===== config.mk =====
export PLATFORM = sky130hd
export DESIGN_NAME = somador_arbitro
export DESIGN_NICKNAME = d
export VERILOG_FILES = /design/src/rtl/somador_arbitro.sv
export SDC_FILE = /design/constraint.sdc
export NUM_CORES = 1
export LEC_CHECK = 0
export BUFFER_PORTS_ARGS = -buffer_cell sky130_fd_sc_hd__buf_2
export CORE_MARGIN = 2
export CORE_UTILIZATION = 38
export DETAILED_ROUTE_END_ITERATION = 12
export PLACE_DENSITY = 0.65
export SYNTH_ARGS = -nofsm -noshare
export SYNTH_HDL_FRONTEND = slang
export SYNTH_SLANG_ARGS = --single-unit

===== constraint.sdc =====
create_clock -name Clock -period 1.7 [get_ports Clock]
set_clock_uncertainty 0.15 [all_clocks]
set_input_delay 0.34 -clock Clock [delete_from_list [all_inputs] [get_ports Clock]]
set_output_delay 0.34 -clock Clock [all_outputs]
set_load 0.02 [all_outputs]

===== src/rtl/somador_arbitro.sv =====
// Round-robin arbiter sharing one external combinational adder between two requesters.
// Each grant runs OCIOSO -> SOMA -> ENTREGA; the sum is registered and returned with a one-cycle Ack.
//
// state   | meaning
// OCIOSO  | idle: arbitrate Req0/Req1, latch winner operands into Entrada1/Entrada2
// SOMA    | adder settled: capture Resultado into the winner's Res and raise its Ack
// ENTREGA | Ack visible for this cycle; clear it and hand priority to the other requester
module somador_arbitro #(
    parameter int LARGURA = 8
) (
    input  logic               Clock,
    input  logic               Resetn,
    input  logic               Req0,
    input  logic [LARGURA-1:0] A0,
    input  logic [LARGURA-1:0] B0,
    output logic               Ack0,
    output logic [LARGURA-1:0] Res0,
    input  logic               Req1,
    input  logic [LARGURA-1:0] A1,
    input  logic [LARGURA-1:0] B1,
    output logic               Ack1,
    output logic [LARGURA-1:0] Res1,
    output logic [LARGURA-1:0] Entrada1,
    output logic [LARGURA-1:0] Entrada2,
    input  logic [LARGURA-1:0] Resultado,
    output logic               Ocupado
);

    typedef enum logic [1:0] {
        OCIOSO  = 2'd0,
        SOMA    = 2'd1,
        ENTREGA = 2'd2
    } estado_t;

    estado_t            r_estado;
    logic               r_ptr;
    logic               r_id;
    logic               r_ack0;
    logic               r_ack1;
    logic [LARGURA-1:0] r_res0;
    logic [LARGURA-1:0] r_res1;
    logic [LARGURA-1:0] r_entrada1;
    logic [LARGURA-1:0] r_entrada2;

    logic               w_pedido;
    logic               w_ganha1;

    // r_ptr = 0 favours requester 0 when both ask at once
    assign w_pedido = Req0 | Req1;
    assign w_ganha1 = Req1 & (~Req0 | r_ptr);

    always_ff @(posedge Clock or negedge Resetn) begin
        if (!Resetn) begin
            r_estado   <= OCIOSO;
            r_ptr      <= 1'b0;
            r_id       <= 1'b0;
            r_ack0     <= 1'b0;
            r_ack1     <= 1'b0;
            r_res0     <= '0;
            r_res1     <= '0;
            r_entrada1 <= '0;
            r_entrada2 <= '0;
        end else begin
            case (r_estado)
                OCIOSO: begin
                    if (w_pedido) begin
                        r_id       <= w_ganha1;
                        r_entrada1 <= w_ganha1 ? A1 : A0;
                        r_entrada2 <= w_ganha1 ? B1 : B0;
                        r_estado   <= SOMA;
                    end
                end
                SOMA: begin
                    if (r_id) begin
                        r_res1 <= Resultado;
                        r_ack1 <= 1'b1;
                    end else begin
                        r_res0 <= Resultado;
                        r_ack0 <= 1'b1;
                    end
                    r_estado <= ENTREGA;
                end
                ENTREGA: begin
                    r_ack0   <= 1'b0;
                    r_ack1   <= 1'b0;
                    r_ptr    <= ~r_id;
                    r_estado <= OCIOSO;
                end
                default: begin
                    r_ack0   <= 1'b0;
                    r_ack1   <= 1'b0;
                    r_estado <= OCIOSO;
                end
            endcase
        end
    end

    assign Ack0     = r_ack0;
    assign Ack1     = r_ack1;
    assign Res0     = r_res0;
    assign Res1     = r_res1;
    assign Entrada1 = r_entrada1;
    assign Entrada2 = r_entrada2;
    assign Ocupado  = (r_estado == SOMA) || (r_estado == ENTREGA);

endmodule

==> impl_metrics.py <==
metrics = {
    "cells_and_area": {
        "final_util": 0.5146,
        "final_common_cell": "buf_2",
        "final_layout_size_suffix_gt1_frac": 0.4788,
        "antennaDiodeCount": 0,
        "finalNonFillerCells": 288,
        "layout.nets": 285,
        "most-common-layout-cells": "78 x buf_2, 38 x dfrtp_1, 19 x nor2_1, 18 x mux2_2, 17 x nand3_1",
        "area_delta_synth_final_pct": 29.71,
    },
    "synth": {
        "synth_edf_count": 0,
        "yosys-top-cells-area": "dfrtp_1 55%, mux2_2 12%, a31oi_1 5.4%",
        "synth_flop_cell": "dfrtp_1",
        "synth.top_cell.area_share": 0.5468,
        "yosysWarnings": 0,
        "yosysSeqAreaShare": 0.5468,
        "synthDistinctLibCells": 21,
        "ys_async_sr_fraction": 1.000,
        "syn_inst": 153,
        "syn_nets": 202,
        "avgSynthCellArea_um2": 11.37,
        "yosysTopAreaCell": "dfrtp_1",
        "ys_ff_latch": 38,
        "synth_area_mm2": 0.001739,
    },
    "clocking": {
        "clk_latency_ps": 290,
        "cts-root-buf": "clkbuf_8",
        "clock_sinks": 38,
        "clkSlewWorstSetupHoldPaths_ps": 70,
        "cts_tree": "yes",
        "htree_levels": 2,
        "clockBufferDepth": 2,
        "cts_made_buffers": 5,
    },
    "setup_path": {
        "worstSetupStartpointType": "flip-flop",
        "critPathKind": "flip-flop to output pin",
        "end_kind": "output pin",
        "crit_arrival_ps": 1170,
        "worstPathMaxFanout": 4,
        "cp.required_ps": 1210,
    },
    "placed_design": {
        "dp_hpwl_um": 2804,
        "gp_congestion": 0.8077,
        "dp_cells": 278,
        "portBuffers": 78,
    },
    "grt": {
        "grt_pass1_vias": 1323,
        "antenna_found_initial": 0,
        "grt_use_total": 0.1560,
        "grt_pass1_wl_um": 6265,
        "grt_max_degree": 34,
        "overflow": 0,
    },
    "floorplanning": {
        "die_w_um": 71.65,
        "rows": 24,
        "start_util": 0.3967,
        "core_mm2": 0.004384,
        "die_area_mm2": 0.005134,
        "ios": 79,
        "die_height_um": 71.65,
    },
    "power_and_ir_drop": {
        "powerDensity_mw_per_mm2": 1927,
        "power_frac_seq": 0.370,
        "p_clk_frac": 0.131,
        "switching_power_mw": 1.788,
        "power_switching_share": 0.4113,
        "p_comb_frac": 0.499,
        "ir_drop_uv": 719.7,
        "p_leak_nw": 1.078,
        "intPower_mw": 2.559,
    },
    "drt": {
        "via_per_inst": 4.910,
        "antenna_left": 0,
        "initialDrtViolationCount": 58,
        "dr.pass1.iters": 4,
        "via_count": 1414,
        "wl_per_cell_um": 13.14,
        "drc_errors": 0,
        "routed_wl_um": 3783,
    },
    "job": {
        "maxCapViolCount": 0,
    },
    "timing": {
        "slew_headroom": 0.7045,
        "final.min_clock_period_ps": 1656,
        "slew_violations": 0,
        "setup_viol": 0,
        "worst_pin_slew_ps": 443.3,
        "hold_slack_ps": 148.0,
        "fin_crit_sh": 0.9743,
        "tns_ps": 0,
        "clock.fmax_ghz": 0.6037,
        "hold_viol": 0,
        "grt_setup_unrepaired": "no",
    },
    "outcome": {
        "status": "completed",
    },
    "min_path": {
        "hold_class": "input pin to flip-flop",
    },
}
cell usage after synthesis, types with 4 or more instances:
cell,count
inv_1,4
mux2_2,18
dfrtp_1,38
nand3_1,17
nor2_1,19
buf_6,6
a31oi_1,15
o21ai_0,15
ha_1,5
cells by family (layout without fill, tap and decap cells):
family          count (synthesis)  count (layout)  share of synthesized area
flops                          38              38                     0.5468
compound gates                 37              37                     0.1331
mux                            18              18                     0.1165
fa+ha+maj                       5               5                    0.03597
simple gates                   41              41                     0.1072
buf+inv                        14              97                    0.06043
layer usage:
metal / routed length [µm] / GRT usage / part of all wire / vias to the layer above
met2: 1678 / 0.2407 / 0.44 / 65
li1: - / - / - / 703
met4: 51 / 0.05031 / 0.013 / 0
met1: 1687 / 0.1980 / 0.45 / 641
met5: 0 / 0 / 0 / -
met3: 366 / 0.06751 / 0.097 / 5
path summary, 6_finish.rpt:
path                                    startpoint                   to  slack (ps)  depth (start not counted)
min                                   Resultado[2]  Res0[2]$_DFFE_PN0P_         150                          2
min reg2reg                    Res1[4]$_DFFE_PN0P_  Res1[4]$_DFFE_PN0P_         350                          1
max in group asynchronous                   Resetn  Res0[7]$_DFFE_PN0P_         570                          3
max reg2reg                r_estado[1]$_DFFE_PN0P_  Res0[4]$_DFFE_PN0P_          90                          5
min in group asynchronous                   Resetn     Ack0$_DFFE_PN0P_         370                          2
max                        r_estado[1]$_DFFE_PN0P_              Ocupado          40                          3
final cells by class:
class	instances	area, µm²
multi-input cells	101	683.2
well taps	52	65.06
flip-flops and latches	38	950.9
clock buffers	7	76.32
inverters	4	15.01
repair buffers	86	465.4
fillers	416	2128
power by group through the flow:
stage,sequential [mW],combinational [mW],clock [mW]
3_5_place_dp,1.63,2.17,0
2_1_floorplan,2.11,1.06,0
6_report,1.61,2.17,0.568
4_1_cts,1.62,2.19,0.591
3_3_place_gp,1.63,2.12,0
5_1_grt,1.67,2.37,0.621
flip-flops by register name (all words and copies together), names as in the netlist:
name and flops:
Entrada1 8, Entrada2 8, Res0 8, Res1 8, r_estado 2, Ack0 1
Ack1 1, r_id 1, r_ptr 1
critical path: stages (launching register included):
cell	delay, ps
dfrtp_1	380
inv_2	70
ha_1	270
buf_2	160
what timing repair did:
action                     4_1_cts  5_1_grt
hold buffers                     1        0
setup buffers                    1        1
hold endpoints to repair        17        0
gates cloned                     0        0
setup endpoints to repair        1        1
gates resized for setup          2        0
through the flow:
| stage | power [mW] | cell area (µm²) | setup WS [ps] |
|---|---|---|---|
| after floorplan | 3.174 | 1739 | 124.2 |
| after global routing | 4.658 | 2256 | 6.470 |
| after CTS | 4.395 | 2248 | 21.37 |
| after global placement | 3.749 | 2155 | 96.15 |
| after detailed placement | 3.796 | 2155 | 55.16 |
| final | 4.347 | 2256 | 43.67 |
Note: power is estimated with default switching activity, not from simulation.
